**src/rtl/instr_fetch_unit.sv**
```systemverilog
// instr_fetch_unit
//   Instruction fetch sequencer. Holds the PC and reads words from a synchronous
//   instruction memory (read data returns one cycle after imem_rd_en). Each
//   fetched instruction is handed to the decoder over a valid/ready handshake.
//   Fetching stops for good once the decoder accepts a HALT_OP instruction;
//   only reset leaves the halted state.
//
//   Ports
//     clk, reset       rising-edge clock, synchronous active-high reset
//     start            leaves IDLE and begins fetching at PC
//     imem_rd_en       memory read strobe (high only while fetching)
//     imem_addr        read address (PC during a read, otherwise 0)
//     imem_rdata       read data, valid the cycle after imem_rd_en
//     instr_out        registered instruction to the decoder
//     opcode_out       top 4 bits of instr_out
//     pc_out           address instr_out was fetched from
//     instr_valid      instr_out/opcode_out/pc_out valid
//     instr_ready      decoder accepts; transfer on valid && ready
//     redirect_valid   load redirect_pc and drop any in-flight fetch
//     redirect_pc      redirect target
//     halted           high once a HALT instruction has been accepted
//     fetch_cnt        (FETCH_PERF_EN) accepted instructions, saturating
//     stall_cnt        (FETCH_PERF_EN) valid cycles without ready, saturating
//
//   Optional feature: define FETCH_PERF_EN to add the two performance counters.

module instr_fetch_unit #(
    parameter int unsigned       ADDR_W   = 8,
    parameter int unsigned       INSTR_W  = 16,
    parameter logic [ADDR_W-1:0] RESET_PC = '0,
    parameter logic [3:0]        HALT_OP  = 4'b1111
) (
    input  logic               clk,
    input  logic               reset,
    input  logic               start,
    output logic               imem_rd_en,
    output logic [ADDR_W-1:0]  imem_addr,
    input  logic [INSTR_W-1:0] imem_rdata,
    output logic [INSTR_W-1:0] instr_out,
    output logic [3:0]         opcode_out,
    output logic [ADDR_W-1:0]  pc_out,
    output logic               instr_valid,
    input  logic               instr_ready,
    input  logic               redirect_valid,
    input  logic [ADDR_W-1:0]  redirect_pc,
    output logic               halted
`ifdef FETCH_PERF_EN
    ,
    output logic [15:0]        fetch_cnt,
    output logic [15:0]        stall_cnt
`endif
);

    typedef enum logic [2:0] {
        S_IDLE,
        S_FETCH,
        S_WAIT,
        S_VALID,
        S_HALTED
    } state_t;

    state_t             state, state_nxt;
    logic [ADDR_W-1:0]  pc;
    logic [INSTR_W-1:0] instr_q;
    logic [ADDR_W-1:0]  pc_q;
    logic               accept;
    logic               redir;

    assign accept = (state == S_VALID) && instr_ready;
    // Redirects only matter while a fetch is in progress
    assign redir  = redirect_valid &&
                    ((state == S_FETCH) || (state == S_WAIT) || (state == S_VALID));

    // State register
    always_ff @(posedge clk) begin
        if (reset) begin
            state <= S_IDLE;
        end else begin
            state <= state_nxt;
        end
    end

    // Next-state logic
    always_comb begin
        state_nxt = state;
        case (state)
            S_IDLE:   if (start) state_nxt = S_FETCH;
            S_FETCH:  state_nxt = redir ? S_FETCH : S_WAIT;
            S_WAIT:   state_nxt = redir ? S_FETCH : S_VALID;
            S_VALID: begin
                // An accepted HALT wins over a simultaneous redirect
                if (accept) begin
                    state_nxt = (opcode_out == HALT_OP) ? S_HALTED : S_FETCH;
                end else if (redir) begin
                    state_nxt = S_FETCH;
                end
            end
            S_HALTED: state_nxt = S_HALTED;
            default:  state_nxt = S_IDLE;
        endcase
    end

    // Outputs
    always_comb begin
        imem_rd_en  = (state == S_FETCH);
        imem_addr   = (state == S_FETCH) ? pc : '0;
        instr_valid = (state == S_VALID);
        halted      = (state == S_HALTED);
    end

    assign instr_out  = instr_q;
    assign opcode_out = instr_q[INSTR_W-1 -: 4];
    assign pc_out     = pc_q;

    // PC and instruction register; a redirect in WAIT drops the returning data
    always_ff @(posedge clk) begin
        if (reset) begin
            pc      <= RESET_PC;
            instr_q <= '0;
            pc_q    <= '0;
        end else begin
            if (redir) begin
                pc <= redirect_pc;
            end else if (state == S_WAIT) begin
                pc      <= pc + ADDR_W'(1);
                instr_q <= imem_rdata;
                pc_q    <= pc;
            end
        end
    end

`ifdef FETCH_PERF_EN
    always_ff @(posedge clk) begin
        if (reset) begin
            fetch_cnt <= '0;
            stall_cnt <= '0;
        end else begin
            if (accept && (fetch_cnt != '1)) begin
                fetch_cnt <= fetch_cnt + 16'd1;
            end
            if ((state == S_VALID) && !instr_ready && (stall_cnt != '1)) begin
                stall_cnt <= stall_cnt + 16'd1;
            end
        end
    end
`endif

endmodule
```
**config.mk**
```make
export PLATFORM = sky130hd
export DESIGN_NAME = instr_fetch_unit
export DESIGN_NICKNAME = d
export VERILOG_FILES = /design/src/rtl/instr_fetch_unit.sv
export SDC_FILE = /design/constraint.sdc
export NUM_CORES = 1
export LEC_CHECK = 0
export CAP_MARGIN = 20
export CORE_MARGIN = 2
export CORE_UTILIZATION = 42
export CTS_CLUSTER_DIAMETER = 80
export DETAILED_ROUTE_END_ITERATION = 10
export HOLD_SLACK_MARGIN = 0.1
export PLACE_DENSITY = 0.79
export SYNTH_ARGS = -nofsm -noshare
export SYNTH_HDL_FRONTEND = slang
export SYNTH_SLANG_ARGS = --single-unit
```
**constraint.sdc**
```tcl
create_clock -name clk -period 2.3 [get_ports clk]
set_clock_uncertainty 0.1 [all_clocks]
set_input_delay 0.23 -clock clk [delete_from_list [all_inputs] [get_ports clk]]
set_output_delay 0.23 -clock clk [all_outputs]
set_load 0.01 [all_outputs]
```
==> summary.md <==
| Metric | Value |
|---|---|
| #FFs+latches synth | `35` |
| Total Routing Usage GR | `18.92%` |
| Async SR Flop Fraction | `0%` |
| Kind of critical path | `reg2out` |
| Post-cts resize count | `0` |
| FF-to-FF setup slack | `530 ps` |
| Congestion Overflow GR | `0` |
| I/O pin total | `68` |
| Area share of xor/xnor cells in the synthesized design | `0%` |
| Post-CTS setup buffers | `0` |
| Placed standard-cell area | `0.002335 mm²` |
| Port bufs | `67` |
| Hold Crit Class | `reg2reg` |
| Initial antenna violation count | `0` |
| CTS tree | `built` |
| Clk sinks | `35` |
| Adder-Cell Fraction of Synth Area | `0.7651%` |
| Netlist cell types | `41` |
| Post-DR vias/cell | `5.069` |
| Cell area after layout | `0.002420 mm²` |
| First-pass GRT wire length | `6403 µm` |
| DIE AREA | `0.004409 mm²` |
| Setup Viol. Count Final | `0` |
| Power Density | `521.1 mW/mm²` |
| Power Total | `0.001261 W` |
| Cell taking the most area after synthesis | `dfxtp_1` |
| YS warnings | `0` |
| Final slew viol count | `0` |
| First DRT Iteration DRCs | `83` |
| Share of cells above drive strength 1 | `9.630%` |
| GP Congestion | `0.8369` |
| Routed WL per cell | `12.37 µm` |
| Main combinational cell family by area after synthesis | `simple AND/OR/NAND/NOR gates` |
| Fraction of synthesized area in multiplexers | `1.301%` |
| Die Wd | `66.40 µm` |
| EDFF count, synth | `0` |
| Effective utilization at floorplan | `44.01%` |
| Post-synthesis instance total | `204` |
| DRC Markers | `0` |
| Layout Nets | `299` |
| Place WS | `407.3 ps` |
| Hold_sp | `instr_out[5]` |
| Worst-margin pin slew | `499.0 ps` |
| Worst VDD drop | `0.3538 mV` |
| Reg-to-reg startpoint | `state[1]` |
| Worst EP required | `1970 ps` |
| Worst setup SP type | `flip-flop` |
| Area of the core | `0.003716 mm²` |
| RR Endpoint | `pc[6]` |
| Hold endpoint | `instr_out[5]` |
| Row cnt | `22` |
| Syn_nets | `234` |
| Worst slew margin | `65.87%` |
| FF-to-FF path depth | `4` |
| Yosys top cell area share | `42.85%` |
| P_leak | `0.8195 nW` |
| Fin crit share | `92.34%` |
| Post-Syn Area | `0.001635 mm²` |
| Sequential fraction of the synthesis area | `42.85%` |
| Total of max-cap violations | `0` |
| Hpwl dp | `2901 µm` |
| Antenna Cells | `0` |
| CTS max path bufs | `2` |
| H-tree levels | `2` |
| Final setup TNS | `0 ps` |
| CTS Buf Count | `5` |
| Vias in the first global route | `1,441` |
| Final wirelength | `3933 µm` |
| Tmin final | `2124 ps` |
| TritonRoute pass-1 iters | `4` |
| Worst-path clk slew | `70 ps` |
| Largest net degree at the start of global routing | `23` |
| Crit end category | `primary output` |
| Final Hold Fails | `0` |
| CTS Hold Buffers Added | `0` |
| Post-synthesis simple-gate area fraction | `30.15%` |
| Status | `finished clean` |
| Post-route ant nets | `0` |
| Clk root buf | `clkbuf_8` |
| Area Growth Syn to Fin | `47.97%` |
| Syn Area/Cell | `8.016 µm²` |
| Max Fclk | `0.4708 GHz` |
| Hold depth | `2` |
| Critical Path Fanout Max | `10` |
| Fraction of the mapped netlist area in compound gates | `17.90%` |
| Setup slack after layout | `176.1 ps` |
| Post-synth top flop | `dfxtp_1` |
| Worst Path Arrival | `1790 ps` |
| Worst skew pair latency | `280 ps` |
| Via count | `1,612` |
| RSZ-0062 raised after global routing | `false` |
| Chip height | `66.40 µm` |
| Top cells by area, synth | `dfxtp_1, nand2_1, a21oi_1, and2_1, buf_2` |
routing by layer:
metal,global-route usage (%),routed length (µm),vias up
met5,0,0,-
met4,5.867,40,0
met3,6.474,326,6
met2,29.88,1776,49
met1,24.19,1790,729
li1,-,-,828
sequential cells by signal (all words and copies together) (netlist names):
register and flops:
instr_out 16, pc 8, pc_out 8, state 3
final cells by class:
cell class,instances,area (µm²)
Fill cell,336,1296
Multi-Input combinational cell,149,828.3
Timing Repair Buffer,76,738.2
Sequential cell,35,700.7
Clock buffer,6,72.57
Tap cell,48,60.06
Clock inverter,2,12.51
Inverter,2,7.507
worst max-delay path by stage:
stage,from,end
2_1_floorplan,state[0],imem_addr[0]
3_3_place_gp,redirect_valid,pc[6]
3_5_place_dp,redirect_valid,instr_out[1]
4_1_cts,state[2],imem_addr[2]
5_1_grt,state[2],imem_addr[2]
6_report,state[2],imem_addr[2]
worst max-delay path: stages (launching register included):
cell and delay, ps:
dfxtp_1 430, nor3b_1 240, buf_4 180, and2_1 140, clkdlybuf4s50_1 530
per-stage QoR:
stage | utilization (%) | hold slack [ps] | instances
floorplan | - | 239.6 | 204
global placement | 62.83 | 341.5 | 310
detailed placement | 62.83 | 347.1 | 310
CTS | 65.12 | 357.0 | 318
global route | 65.12 | 375.6 | 318
finish | 65.12 | 356.5 | 318
cell usage in the layout (no fill, tap or decap), types with 2 or more instances in the layout:
| master | synthesis | final |
|---|---|---|
| inv_1 | 2 | 2 |
| and3_1 | 4 | 4 |
| nand4_1 | 2 | 2 |
| and2_1 | 9 | 9 |
| o211ai_1 | 5 | 5 |
| nor4_1 | 3 | 3 |
| a211oi_1 | 3 | 3 |
| nor2_1 | 4 | 4 |
| clkbuf_8 | 0 | 5 |
| nand3_1 | 3 | 3 |
| clkdlybuf4s50_1 | 0 | 67 |
| a21oi_1 | 33 | 33 |
| dfxtp_1 | 35 | 35 |
| buf_4 | 4 | 9 |
| nand2b_1 | 2 | 2 |
| nand2_1 | 56 | 56 |
| and4_1 | 2 | 2 |
logic make-up (layout without fill, tap and decap cells):
family | after synthesis | after routing
flip-flops | 35 | 35
AO/OA/AOI/OAI | 49 | 49
adder cells (fa/ha/maj) | 1 | 1
AND/OR/NAND/NOR | 97 | 97
buffers and inverters | 20 | 86
multiplexers | 2 | 2
cells in the mapped netlist, types with 2 or more instances:
library cell and count:
nand4_1 2, o211ai_1 5, clkbuf_1 4, nand3_1 3
a21oi_1 33, inv_1 2, nor2_1 4, nor4_1 3
buf_6 2, dfxtp_1 35, nand2_1 56, buf_4 4
and2_1 9, and4_1 2, buf_2 8, and3_1 4
a211oi_1 3, nand2b_1 2
power breakdown:
part           internal, W  switching, W
Combinational     0.000105     0.0000744
Clock             0.000211      0.000223
Sequential        0.000623     0.0000229
Note: power is estimated with default switching activity, not from simulation.
